==> config.mk <==
export PLATFORM = sky130hd
export DESIGN_NAME = plab4_net_router_input_queue_sep_flat
export DESIGN_NICKNAME = d
export VERILOG_FILES = /design/src/rtl/plab4_net_router_input_queue_sep_if.sv /design/src/rtl/plab4_net_router_input_queue_sep.sv /design/src/flat_wrapper.sv
export SDC_FILE = /design/constraint.sdc
export NUM_CORES = 1
export LEC_CHECK = 0
export ABC_AREA = 1
export BUFFER_PORTS_ARGS = -buffer_cell sky130_fd_sc_hd__buf_2
export CORE_MARGIN = 3
export CORE_UTILIZATION = 50
export DETAILED_ROUTE_END_ITERATION = 8
export PLACE_DENSITY = 0.85
export SYNTH_ARGS = -nofsm -noshare
export SYNTH_HDL_FRONTEND = slang
export SYNTH_SLANG_ARGS = --single-unit
export TNS_END_PERCENT = 20
==> constraint.sdc <==
create_clock -name clk -period 5.7 [get_ports clk]
set_input_delay 1.14 -clock clk [delete_from_list [all_inputs] [get_ports clk]]
set_output_delay 1.14 -clock clk [all_outputs]
set_load 0.1 [all_outputs]
==> src/rtl/plab4_net_router_input_queue_sep_if.sv <==
// Inbound channel and per-domain outbound heads of the domain-separated
// router input queue; the queue block is the slave side.
interface plab4_net_router_input_queue_sep_if #(
   parameter int p_num_routers   = 8,
   parameter int p_opaque_nbits  = 8,
   parameter int p_payload_nbits = 32,
   parameter int p_num_entries   = 2
);
   localparam int c_dest_nbits = $clog2(p_num_routers);
   localparam int c_ptr_nbits  = $clog2(p_num_entries);
   localparam int c_cnt_nbits  = c_ptr_nbits + 1;
   localparam int c_msg_nbits  = 2*c_dest_nbits + p_opaque_nbits + p_payload_nbits;

   logic                    in_domain;
   logic [c_msg_nbits-1:0]  in_msg;
   logic                    in_val;
   logic                    in_rdy;

   logic [c_msg_nbits-1:0]  out_msg_d1;
   logic                    out_val_d1;
   logic                    out_rdy_d1;
   logic [c_dest_nbits-1:0] dest_d1;
   logic [c_cnt_nbits-1:0]  num_free_d1;

   logic [c_msg_nbits-1:0]  out_msg_d2;
   logic                    out_val_d2;
   logic                    out_rdy_d2;
   logic [c_dest_nbits-1:0] dest_d2;
   logic [c_cnt_nbits-1:0]  num_free_d2;

   modport master (
      output in_domain, in_msg, in_val, out_rdy_d1, out_rdy_d2,
      input  in_rdy, out_msg_d1, out_val_d1, dest_d1, num_free_d1,
             out_msg_d2, out_val_d2, dest_d2, num_free_d2
   );

   modport slave (
      input  in_domain, in_msg, in_val, out_rdy_d1, out_rdy_d2,
      output in_rdy, out_msg_d1, out_val_d1, dest_d1, num_free_d1,
             out_msg_d2, out_val_d2, dest_d2, num_free_d2
   );
endinterface

==> src/rtl/plab4_net_router_input_queue_sep.sv <==
// Router input-port buffer that steers inbound messages by domain tag into
// two fully private FIFOs and exposes each FIFO head to the input control.

module plab4_net_router_input_queue_sep_fifo #(
   parameter  int p_num_entries = 2,
   parameter  int p_msg_nbits   = 46,
   localparam int c_ptr_nbits   = $clog2(p_num_entries),
   localparam int c_cnt_nbits   = c_ptr_nbits + 1
)(
   input  logic                   clk,
   input  logic                   reset,
   input  logic                   enq_val,
   input  logic [p_msg_nbits-1:0] enq_msg,
   output logic                   full,
   input  logic                   deq_rdy,
   output logic                   deq_val,
   output logic [p_msg_nbits-1:0] deq_msg,
   output logic [c_cnt_nbits-1:0] num_free
);
   localparam logic [c_cnt_nbits-1:0] c_full_cnt = c_cnt_nbits'(p_num_entries);
   localparam logic [c_cnt_nbits-1:0] c_cnt_one  = c_cnt_nbits'(1);
   localparam logic [c_cnt_nbits-1:0] c_cnt_zero = c_cnt_nbits'(0);
   localparam logic [c_ptr_nbits-1:0] c_last_ptr = c_ptr_nbits'(p_num_entries - 1);
   localparam logic [c_ptr_nbits-1:0] c_ptr_one  = c_ptr_nbits'(1);
   localparam logic [c_ptr_nbits-1:0] c_ptr_zero = c_ptr_nbits'(0);

   logic [p_msg_nbits-1:0] mem_r [p_num_entries];
   logic [c_ptr_nbits-1:0] enq_ptr_r;
   logic [c_ptr_nbits-1:0] deq_ptr_r;
   logic [c_cnt_nbits-1:0] count_r;

   logic full_s;
   logic enq_s;
   logic deq_val_s;
   logic deq_s;

   function automatic logic [c_ptr_nbits-1:0] ptr_next(input logic [c_ptr_nbits-1:0] ptr);
      if (ptr == c_last_ptr) begin
         ptr_next = c_ptr_zero;
      end else begin
         ptr_next = ptr + c_ptr_one;
      end
   endfunction

   // Handshake qualification from registered occupancy only (no bypass paths)
   always_comb begin
      full_s    = (count_r == c_full_cnt);
      deq_val_s = (count_r != c_cnt_zero);
      enq_s     = enq_val & ~full_s;
      deq_s     = deq_rdy & deq_val_s;
   end

   // Pointer and occupancy update; reset discards anything in flight
   always_ff @(posedge clk) begin
      if (reset) begin
         enq_ptr_r <= c_ptr_zero;
         deq_ptr_r <= c_ptr_zero;
         count_r   <= c_cnt_zero;
      end else begin
         if (enq_s) begin
            enq_ptr_r <= ptr_next(enq_ptr_r);
         end
         if (deq_s) begin
            deq_ptr_r <= ptr_next(deq_ptr_r);
         end
         case ({enq_s, deq_s})
            2'b10:   count_r <= count_r + c_cnt_one;
            2'b01:   count_r <= count_r - c_cnt_one;
            default: count_r <= count_r;
         endcase
      end
   end

   // Storage write port
   always_ff @(posedge clk) begin
      if (!reset && enq_s) begin
         mem_r[enq_ptr_r] <= enq_msg;
      end
   end

   assign full     = full_s;
   assign deq_val  = deq_val_s;
   assign deq_msg  = mem_r[deq_ptr_r];
   assign num_free = c_full_cnt - count_r;
endmodule

module plab4_net_router_input_queue_sep_checker #(
   parameter  int p_num_entries = 2,
   localparam int c_cnt_nbits   = $clog2(p_num_entries) + 1
)(
   input logic                   clk,
   input logic                   reset,
   input logic                   in_domain,
   input logic                   in_rdy,
   input logic                   out_val_d1,
   input logic                   out_rdy_d1,
   input logic [c_cnt_nbits-1:0] num_free_d1,
   input logic                   out_val_d2,
   input logic                   out_rdy_d2,
   input logic [c_cnt_nbits-1:0] num_free_d2
);
   localparam logic [c_cnt_nbits-1:0] c_full_cnt = c_cnt_nbits'(p_num_entries);
   localparam logic [c_cnt_nbits-1:0] c_cnt_zero = c_cnt_nbits'(0);

   a_free_bound_d1: assert property (@(posedge clk) disable iff (reset)
      num_free_d1 <= c_full_cnt);
   a_free_bound_d2: assert property (@(posedge clk) disable iff (reset)
      num_free_d2 <= c_full_cnt);
   a_val_free_d1: assert property (@(posedge clk) disable iff (reset)
      out_val_d1 == (num_free_d1 != c_full_cnt));
   a_val_free_d2: assert property (@(posedge clk) disable iff (reset)
      out_val_d2 == (num_free_d2 != c_full_cnt));
   a_rdy_d1: assert property (@(posedge clk) disable iff (reset)
      !in_domain |-> (in_rdy == (num_free_d1 != c_cnt_zero)));
   a_rdy_d2: assert property (@(posedge clk) disable iff (reset)
      in_domain |-> (in_rdy == (num_free_d2 != c_cnt_zero)));
   a_hold_d1: assert property (@(posedge clk) disable iff (reset)
      (out_val_d1 && !out_rdy_d1) |=> out_val_d1);
   a_hold_d2: assert property (@(posedge clk) disable iff (reset)
      (out_val_d2 && !out_rdy_d2) |=> out_val_d2);
endmodule

module plab4_net_router_input_queue_sep #(
   parameter  int p_num_routers   = 8,
   parameter  int p_opaque_nbits  = 8,
   parameter  int p_payload_nbits = 32,
   parameter  int p_num_entries   = 2,
   localparam int c_dest_nbits    = $clog2(p_num_routers),
   localparam int c_msg_nbits     = 2*c_dest_nbits + p_opaque_nbits + p_payload_nbits
)(
   input logic clk,
   input logic reset,
   plab4_net_router_input_queue_sep_if.slave q
);
   logic full_d1_s;
   logic full_d2_s;
   logic enq_val_d1_s;
   logic enq_val_d2_s;
   logic in_rdy_s;

   // Domain steering: only the selected queue's fullness gates the inbound side
   always_comb begin
      enq_val_d1_s = 1'b0;
      enq_val_d2_s = 1'b0;
      in_rdy_s     = 1'b0;
      if (q.in_domain) begin
         enq_val_d2_s = q.in_val;
         in_rdy_s     = ~full_d2_s;
      end else begin
         enq_val_d1_s = q.in_val;
         in_rdy_s     = ~full_d1_s;
      end
   end

   plab4_net_router_input_queue_sep_fifo #(
      .p_num_entries (p_num_entries),
      .p_msg_nbits   (c_msg_nbits)
   ) u_fifo_d1 (
      .clk      (clk),
      .reset    (reset),
      .enq_val  (enq_val_d1_s),
      .enq_msg  (q.in_msg),
      .full     (full_d1_s),
      .deq_rdy  (q.out_rdy_d1),
      .deq_val  (q.out_val_d1),
      .deq_msg  (q.out_msg_d1),
      .num_free (q.num_free_d1)
   );

   plab4_net_router_input_queue_sep_fifo #(
      .p_num_entries (p_num_entries),
      .p_msg_nbits   (c_msg_nbits)
   ) u_fifo_d2 (
      .clk      (clk),
      .reset    (reset),
      .enq_val  (enq_val_d2_s),
      .enq_msg  (q.in_msg),
      .full     (full_d2_s),
      .deq_rdy  (q.out_rdy_d2),
      .deq_val  (q.out_val_d2),
      .deq_msg  (q.out_msg_d2),
      .num_free (q.num_free_d2)
   );

   assign q.in_rdy  = in_rdy_s;
   assign q.dest_d1 = q.out_msg_d1[c_msg_nbits-1 -: c_dest_nbits];
   assign q.dest_d2 = q.out_msg_d2[c_msg_nbits-1 -: c_dest_nbits];

   plab4_net_router_input_queue_sep_checker #(
      .p_num_entries (p_num_entries)
   ) u_checker (
      .clk         (clk),
      .reset       (reset),
      .in_domain   (q.in_domain),
      .in_rdy      (in_rdy_s),
      .out_val_d1  (q.out_val_d1),
      .out_rdy_d1  (q.out_rdy_d1),
      .num_free_d1 (q.num_free_d1),
      .out_val_d2  (q.out_val_d2),
      .out_rdy_d2  (q.out_rdy_d2),
      .num_free_d2 (q.num_free_d2)
   );
endmodule

==> src/flat_wrapper.sv <==
// flat-port wrapper written by rule: the top's interface ports become plain ports
module plab4_net_router_input_queue_sep_flat 
#(
   parameter  int p_num_routers   = 8,
   parameter  int p_opaque_nbits  = 8,
   parameter  int p_payload_nbits = 32,
   parameter  int p_num_entries   = 2,
   localparam int c_dest_nbits    = $clog2(p_num_routers),
   localparam int c_msg_nbits     = 2*c_dest_nbits + p_opaque_nbits + p_payload_nbits
)
  (clk, reset, q_in_domain, q_in_msg, q_in_val, q_out_rdy_d1, q_out_rdy_d2, q_in_rdy, q_out_msg_d1, q_out_val_d1, q_dest_d1, q_num_free_d1, q_out_msg_d2, q_out_val_d2, q_dest_d2, q_num_free_d2);
  plab4_net_router_input_queue_sep_if #(.p_num_routers(p_num_routers), .p_opaque_nbits(p_opaque_nbits), .p_payload_nbits(p_payload_nbits), .p_num_entries(p_num_entries)) q_i ();
  input logic clk;
  input logic reset;
  input wire logic [$bits(q_i.in_domain)-1:0] q_in_domain;
  input wire logic [$bits(q_i.in_msg)-1:0] q_in_msg;
  input wire logic [$bits(q_i.in_val)-1:0] q_in_val;
  input wire logic [$bits(q_i.out_rdy_d1)-1:0] q_out_rdy_d1;
  input wire logic [$bits(q_i.out_rdy_d2)-1:0] q_out_rdy_d2;
  output wire logic [$bits(q_i.in_rdy)-1:0] q_in_rdy;
  output wire logic [$bits(q_i.out_msg_d1)-1:0] q_out_msg_d1;
  output wire logic [$bits(q_i.out_val_d1)-1:0] q_out_val_d1;
  output wire logic [$bits(q_i.dest_d1)-1:0] q_dest_d1;
  output wire logic [$bits(q_i.num_free_d1)-1:0] q_num_free_d1;
  output wire logic [$bits(q_i.out_msg_d2)-1:0] q_out_msg_d2;
  output wire logic [$bits(q_i.out_val_d2)-1:0] q_out_val_d2;
  output wire logic [$bits(q_i.dest_d2)-1:0] q_dest_d2;
  output wire logic [$bits(q_i.num_free_d2)-1:0] q_num_free_d2;
  assign q_i.in_domain = q_in_domain;
  assign q_i.in_msg = q_in_msg;
  assign q_i.in_val = q_in_val;
  assign q_i.out_rdy_d1 = q_out_rdy_d1;
  assign q_i.out_rdy_d2 = q_out_rdy_d2;
  assign q_in_rdy = q_i.in_rdy;
  assign q_out_msg_d1 = q_i.out_msg_d1;
  assign q_out_val_d1 = q_i.out_val_d1;
  assign q_dest_d1 = q_i.dest_d1;
  assign q_num_free_d1 = q_i.num_free_d1;
  assign q_out_msg_d2 = q_i.out_msg_d2;
  assign q_out_val_d2 = q_i.out_val_d2;
  assign q_dest_d2 = q_i.dest_d2;
  assign q_num_free_d2 = q_i.num_free_d2;
  plab4_net_router_input_queue_sep #(.p_num_routers(p_num_routers), .p_opaque_nbits(p_opaque_nbits), .p_payload_nbits(p_payload_nbits), .p_num_entries(p_num_entries)) u_core (.clk(clk), .reset(reset), .q(q_i));
endmodule
==> metrics.txt, run 1 <==
initial antenna violation count 1; sw frac 0.3608; Die Span Y 129.7 µm; part of the power in registers 0.452; via count 3,769; Psw 1343 µW; ANT cells 0; area growth from synthesis to layout 17.69%; final hold vios 0; critical path launch point type flop; CTS Buf Count 17; DR iter-0 viols 149; synth warn 0; Slew headroom 0.2492; vias per cell 5.121; Clock Pin Slew Worst Setup and Hold Paths 0.06 ns; H-Tree Depth 4; total track usage 0.1596; crit-path cells mux2_2 -> buf_2; most common cell after layout, fill and taps aside edfxtp_1; worst slew pin tran 1.125 ns; CP max FO 46; Fin Clk Skew 0.01005 ns; maximum buffer depth of the clock tree 2; Die Width 129.7 µm; status finished, final reports clean; Port Buffer Count 156; CP max stage cell dfxtp_4; cell count after synthesis 377; Clock power frac 0.281; GRT overflow 0; RSZ-0062 raised after global routing false; setup bufs post-CTS 0; most frequent cells in the layout 184 x edfxtp_1, 156 x buf_2, 80 x mux2_4; CTS Hold Buffers Added 0; GPL Wtd Cong 0.7906; final setup vio count 0; register bit count reported by yosys 194; wire length per cell 18.04 µm; register area share after synthesis 0.7482; pwr/cell area 413.4 nW/µm²; DRC 0; max cap viols 0; worst vdd ir 279.9 µV; CP Class flop to output pin; CTS resizes 0; Skew-Pair Late Insertion Delay 0.42 ns; vias in the first global route 3,907; num rows 44; average cell area after synthesis 20.30 µm²; Top-Level Pins 157; CTS tree built; nets 597; Mapped Area 7652 µm²; Design Area, Final 9006 µm²; Fillers 1,065; hpwl dp 8681 µm; delay-heaviest family, CP flip-flops; Final Cycle Share 0.5798; hold path startpoint u_core.u_fifo_d1.enq_ptr_r$_SDFFE_PP0N_; final setup TNS 0 ns; Peak Freq 0.3026 GHz; syn_nets 435; Comb power frac 0.267; delay of the slowest cell on the worst path 0.96 ns; antenna violation net count after detailed routing 0; Clock Tree Root clkbuf_16; Core Region 14,750 µm²; Crit path buffers/inverters 1; Static Leak 0.003453 µW; Worst Hold Class flop to flop; WP data required 4.56 ns; Placed Area 8483 µm²; drt pass-1 iters 5; Final Max Tran Viols 0; Internal 2380 µW; WP data arrival 2.16 ns; clk sinks 194; DRT Wirelength 13,280 µm; global-route wire length before repair 20,100 µm; ratio of cells with drive above 1 in the final layout 0.5181; Synth cell types 17; largest net degree at the start of global routing 47; post-layout min period 3.305 ns; Initial Util 0.5187; Reg2Reg Launch Point u_core.u_fifo_d2.count_r[0]$_SDFFE_PP0P_; Die ar. 16,820 µm²; Critical Path Sink Type output pin
metrics by stage:
step	setup slack, ns	utilization	cells	hold WS (ns)	total power, µW
floorplan	0.6967	-	377	0.4438	2611
CTS	2.358	0.6104	736	0.4800	3757
global placement	2.705	0.5750	704	0.4559	2692
finish	2.395	0.6104	736	0.4832	3723
global route	2.309	0.6104	736	0.5092	3846
detailed placement	2.706	0.5750	704	0.4709	2714
synthesized netlist by cell type (all sizes together):
master,n,share of area
nand3,3,0.0020
nand4,3,0.0025
o21ai,4,0.0026
a21oi,2,0.0013
mux2,92,0.17
nand2,16,0.0078
dfxtp,10,0.026
ha,6,0.0098
inv,18,0.0088
nor2,18,0.0088
buf,18,0.032
edfxtp,184,0.72
clkinv,1,0.00049
nor3,2,0.0013
state kept, by name, indices dropped and copies added (netlist names), named ones only:
signal                      cells
u_core.u_fifo_d1.count_r        2
u_core.u_fifo_d1.deq_ptr_r      1
u_core.u_fifo_d1.enq_ptr_r      1
u_core.u_fifo_d1.mem_r         92
u_core.u_fifo_d2.count_r        2
u_core.u_fifo_d2.deq_ptr_r      1
u_core.u_fifo_d2.enq_ptr_r      1
u_core.u_fifo_d2.mem_r         92
worst paths after layout:
kind	to	slack (ns)	depth (start not counted)
min	u_core.u_fifo_d1.enq_ptr_r$_SDFFE_PP0N_	0.48	2
min reg2reg	u_core.u_fifo_d1.enq_ptr_r$_SDFFE_PP0N_	0.48	2
max reg2reg	u_core.u_fifo_d2.mem_r[0][12]$_DFFE_PP_	3.27	6
max	q_dest_d1[1]	2.40	2
worst register-to-register path, delay by kind of cell (launching register included):
family	cells	cell delay (ns)
buffers and inverters	3	0.67
and+or+nand+nor	2	0.78
DFF	1	0.39
adders and majority gates	1	0.22
layout make-up:
class / count / area [µm²] / area share
clock buffers: 19 / 432.9 / 0.04807
clock inverters: 13 / 90.09 / 0.01000
inverters: 19 / 71.32 / 0.007919
multi-input cells: 146 / 1630 / 0.1810
flip-flops and latches: 194 / 5733 / 0.6366
well taps: 184 / 230.2 / 0.02556
repair buffers: 161 / 818.3 / 0.09086
kinds of logic (layout without fill, tap and decap cells):
logic type | count (synthesis) | in the layout | synth area share
simple gates | 42 | 42 | 0.02240
fa+ha+maj | 6 | 6 | 0.009810
compound gates | 6 | 6 | 0.003924
flops | 194 | 194 | 0.7482
mux | 92 | 92 | 0.1746
buf+inv | 37 | 212 | 0.04104
layer usage:
metal  global-route usage  part of all wire
met5                    0            0.0014
met1               0.1903              0.40
met3              0.04298             0.058
met2               0.2739              0.52
met4              0.06968             0.021
power by group through the flow:
stage | Sequential (µW) | Clock, µW | Combinational (µW)
floorplan | 1650 | 0 | 956
CTS | 1680 | 1070 | 1000
finish | 1680 | 1050 | 995
global route | 1690 | 1130 | 1030
detailed placement | 1710 | 0 | 1000
global placement | 1710 | 0 | 984
(Power assumes the default switching activity.)
==> run 2, diff against run 1 <==
- clock period: 5.7 -> 3.4 ns (I/O delays scaled with it)
==> metrics.txt, run 2 (same netlist as run 1, synthesis figures left out) <==
status finished, final reports clean; final hold vios 0; Static Leak 0.003529 µW; R2R setup slack 1.39 ns; WP data required 2.72 ns; CP max FO 46; Port Buffer Count 156; hold path startpoint q_in_msg[45]; final setup vio count 0; total track usage 0.1627; Hold Path Sink u_core.u_fifo_d1.mem_r[1][45]$_DFFE_PP_; via count 3,761; Die Span Y 129.7 µm; Final Cycle Share 0.8205; Critical Path Sink Type output pin; vias per cell 5.082; CP max stage cell dfxtp_4; largest net degree at the start of global routing 47; Top-Level Pins 157; worst slew pin tran 0.8767 ns; R2R Path End u_core.u_fifo_d1.mem_r[0][20]$_DFFE_PP_; crit-path cells mux2_2 -> buf_2; post-layout min period 2.790 ns; Fin Clk Skew 0.009897 ns; wire length per cell 18.04 µm; Final Max Tran Viols 0; area growth from synthesis to layout 19.60%; Die Width 129.7 µm; clk sinks 194; Top Registers u_core.u_fifo_d1.mem_r: 92 flops, u_core.u_fifo_d2.mem_r: 92 flops; placed cell count 707; Finished Layout Cells 740; GRT overflow 0; CTS Hold Buffers Added 0; pwr/cell area 712.7 nW/µm²; R2R depth 6; delay of the slowest cell on the worst path 0.92 ns; GPL Wtd Cong 0.7105; maximum buffer depth of the clock tree 2; worst vdd ir 548.6 µV; CTS Buf Count 17; Die ar. 16,820 µm²; CTS tree built; Slew headroom 0.4155; Reg2Reg Launch Point u_core.u_fifo_d1.count_r[0]$_SDFFE_PP0P_; WP data arrival 2.11 ns; setup ws final 0.6103 ns; CP Class flop to output pin; most frequent cells in the layout 184 x edfxtp_1, 156 x buf_2, 80 x mux2_4; most common cell after layout, fill and taps aside edfxtp_1; nets 600; worst slack at placement 1.022 ns; setup bufs post-CTS 0; num rows 44; Fillers 1,068; ratio of cells with drive above 1 in the final layout 0.5261; Design Area, Final 9153 µm²; global-route wire length before repair 20,310 µm; CTS resizes 0; Clock Pin Slew Worst Setup and Hold Paths 0.07 ns; Clock Tree Root clkbuf_16; DR iter-0 viols 232; max cap viols 0; vias in the first global route 3,938; Peak Freq 0.3585 GHz; antenna violation net count after detailed routing 0; Initial Util 0.5187; Worst Hold Class input port to flop; RSZ-0062 raised after global routing false; delay-heaviest family, CP flip-flops; drt pass-1 iters 4; DRT Wirelength 13,350 µm; hpwl dp 8825 µm; worst hold path stage count 1; H-Tree Depth 4; Core Region 14,750 µm²; Skew-Pair Late Insertion Delay 0.42 ns; critical path launch point type flop; Crit path buffers/inverters 1; Placed Area 8537 µm²; initial antenna violation count 1; DRC 0
## run 2: layout make-up
type | instances | area (µm²) | area share
Sequential cell | 194 | 5733 | 0.6264
Multi-Input combinational cell | 146 | 1637 | 0.1788
Timing Repair Buffer | 164 | 865.8 | 0.09460
Clock buffer | 21 | 460.4 | 0.05031
Tap cell | 184 | 230.2 | 0.02515
Clock inverter | 11 | 152.6 | 0.01668
Inverter | 19 | 71.32 | 0.007792
Antenna cell | 1 | 2.502 | 0.0002734
## run 2: worst reg2reg max path: stages (launching register included)
cell and delay (ns):
dfxtp_1 0.36, inv_1 0.11, ha_1 0.23, nor2_1 0.13, nand4_1 0.14, inv_2 0.44, buf_12 0.28
## run 2: how the worst max path moves through the flow
stage | from | to | slack, ns | cells past startpoint
after floorplan | q_in_domain | u_core.u_fifo_d2.mem_r[1][0]$_DFFE_PP_ | -1.09 | 2
after global routing | flop | q_dest_d1[2] | 0.49 | 2
after global placement | flop | q_dest_d1[1] | 1.05 | 2
after detailed placement | flop | q_dest_d1[2] | 1.02 | 2
after CTS | flop | q_dest_d1[2] | 0.55 | 2
final | flop | q_dest_d1[1] | 0.61 | 2
## run 2: power breakdown
part / internal [µW] / switching [µW]
sequential: 2700 / 95.5
clock: 1200 / 828
combinational: 364 / 1330
total: 4270 / 2260
## run 2: per-layer routing
layer	global-route usage	part of all wire	wire length, µm
met1	0.1903	0.41	5444
met2	0.2757	0.51	6758
met3	0.05199	0.063	841
met4	0.07396	0.022	294
met5	0	0.00067	9
## run 2: stage by stage
step / power [µW] / utilization / TNS, ns / hold WS, ns
after floorplan: 4377 / - / -50.13 / 0.4446
after detailed placement: 4555 / 0.5786 / 0 / 0.4665
after CTS: 6577 / 0.6202 / 0 / 0.4385
after global placement: 4526 / 0.5786 / 0 / 0.4560
after global routing: 6747 / 0.6202 / 0 / 0.4436
final: 6523 / 0.6203 / 0 / 0.4637
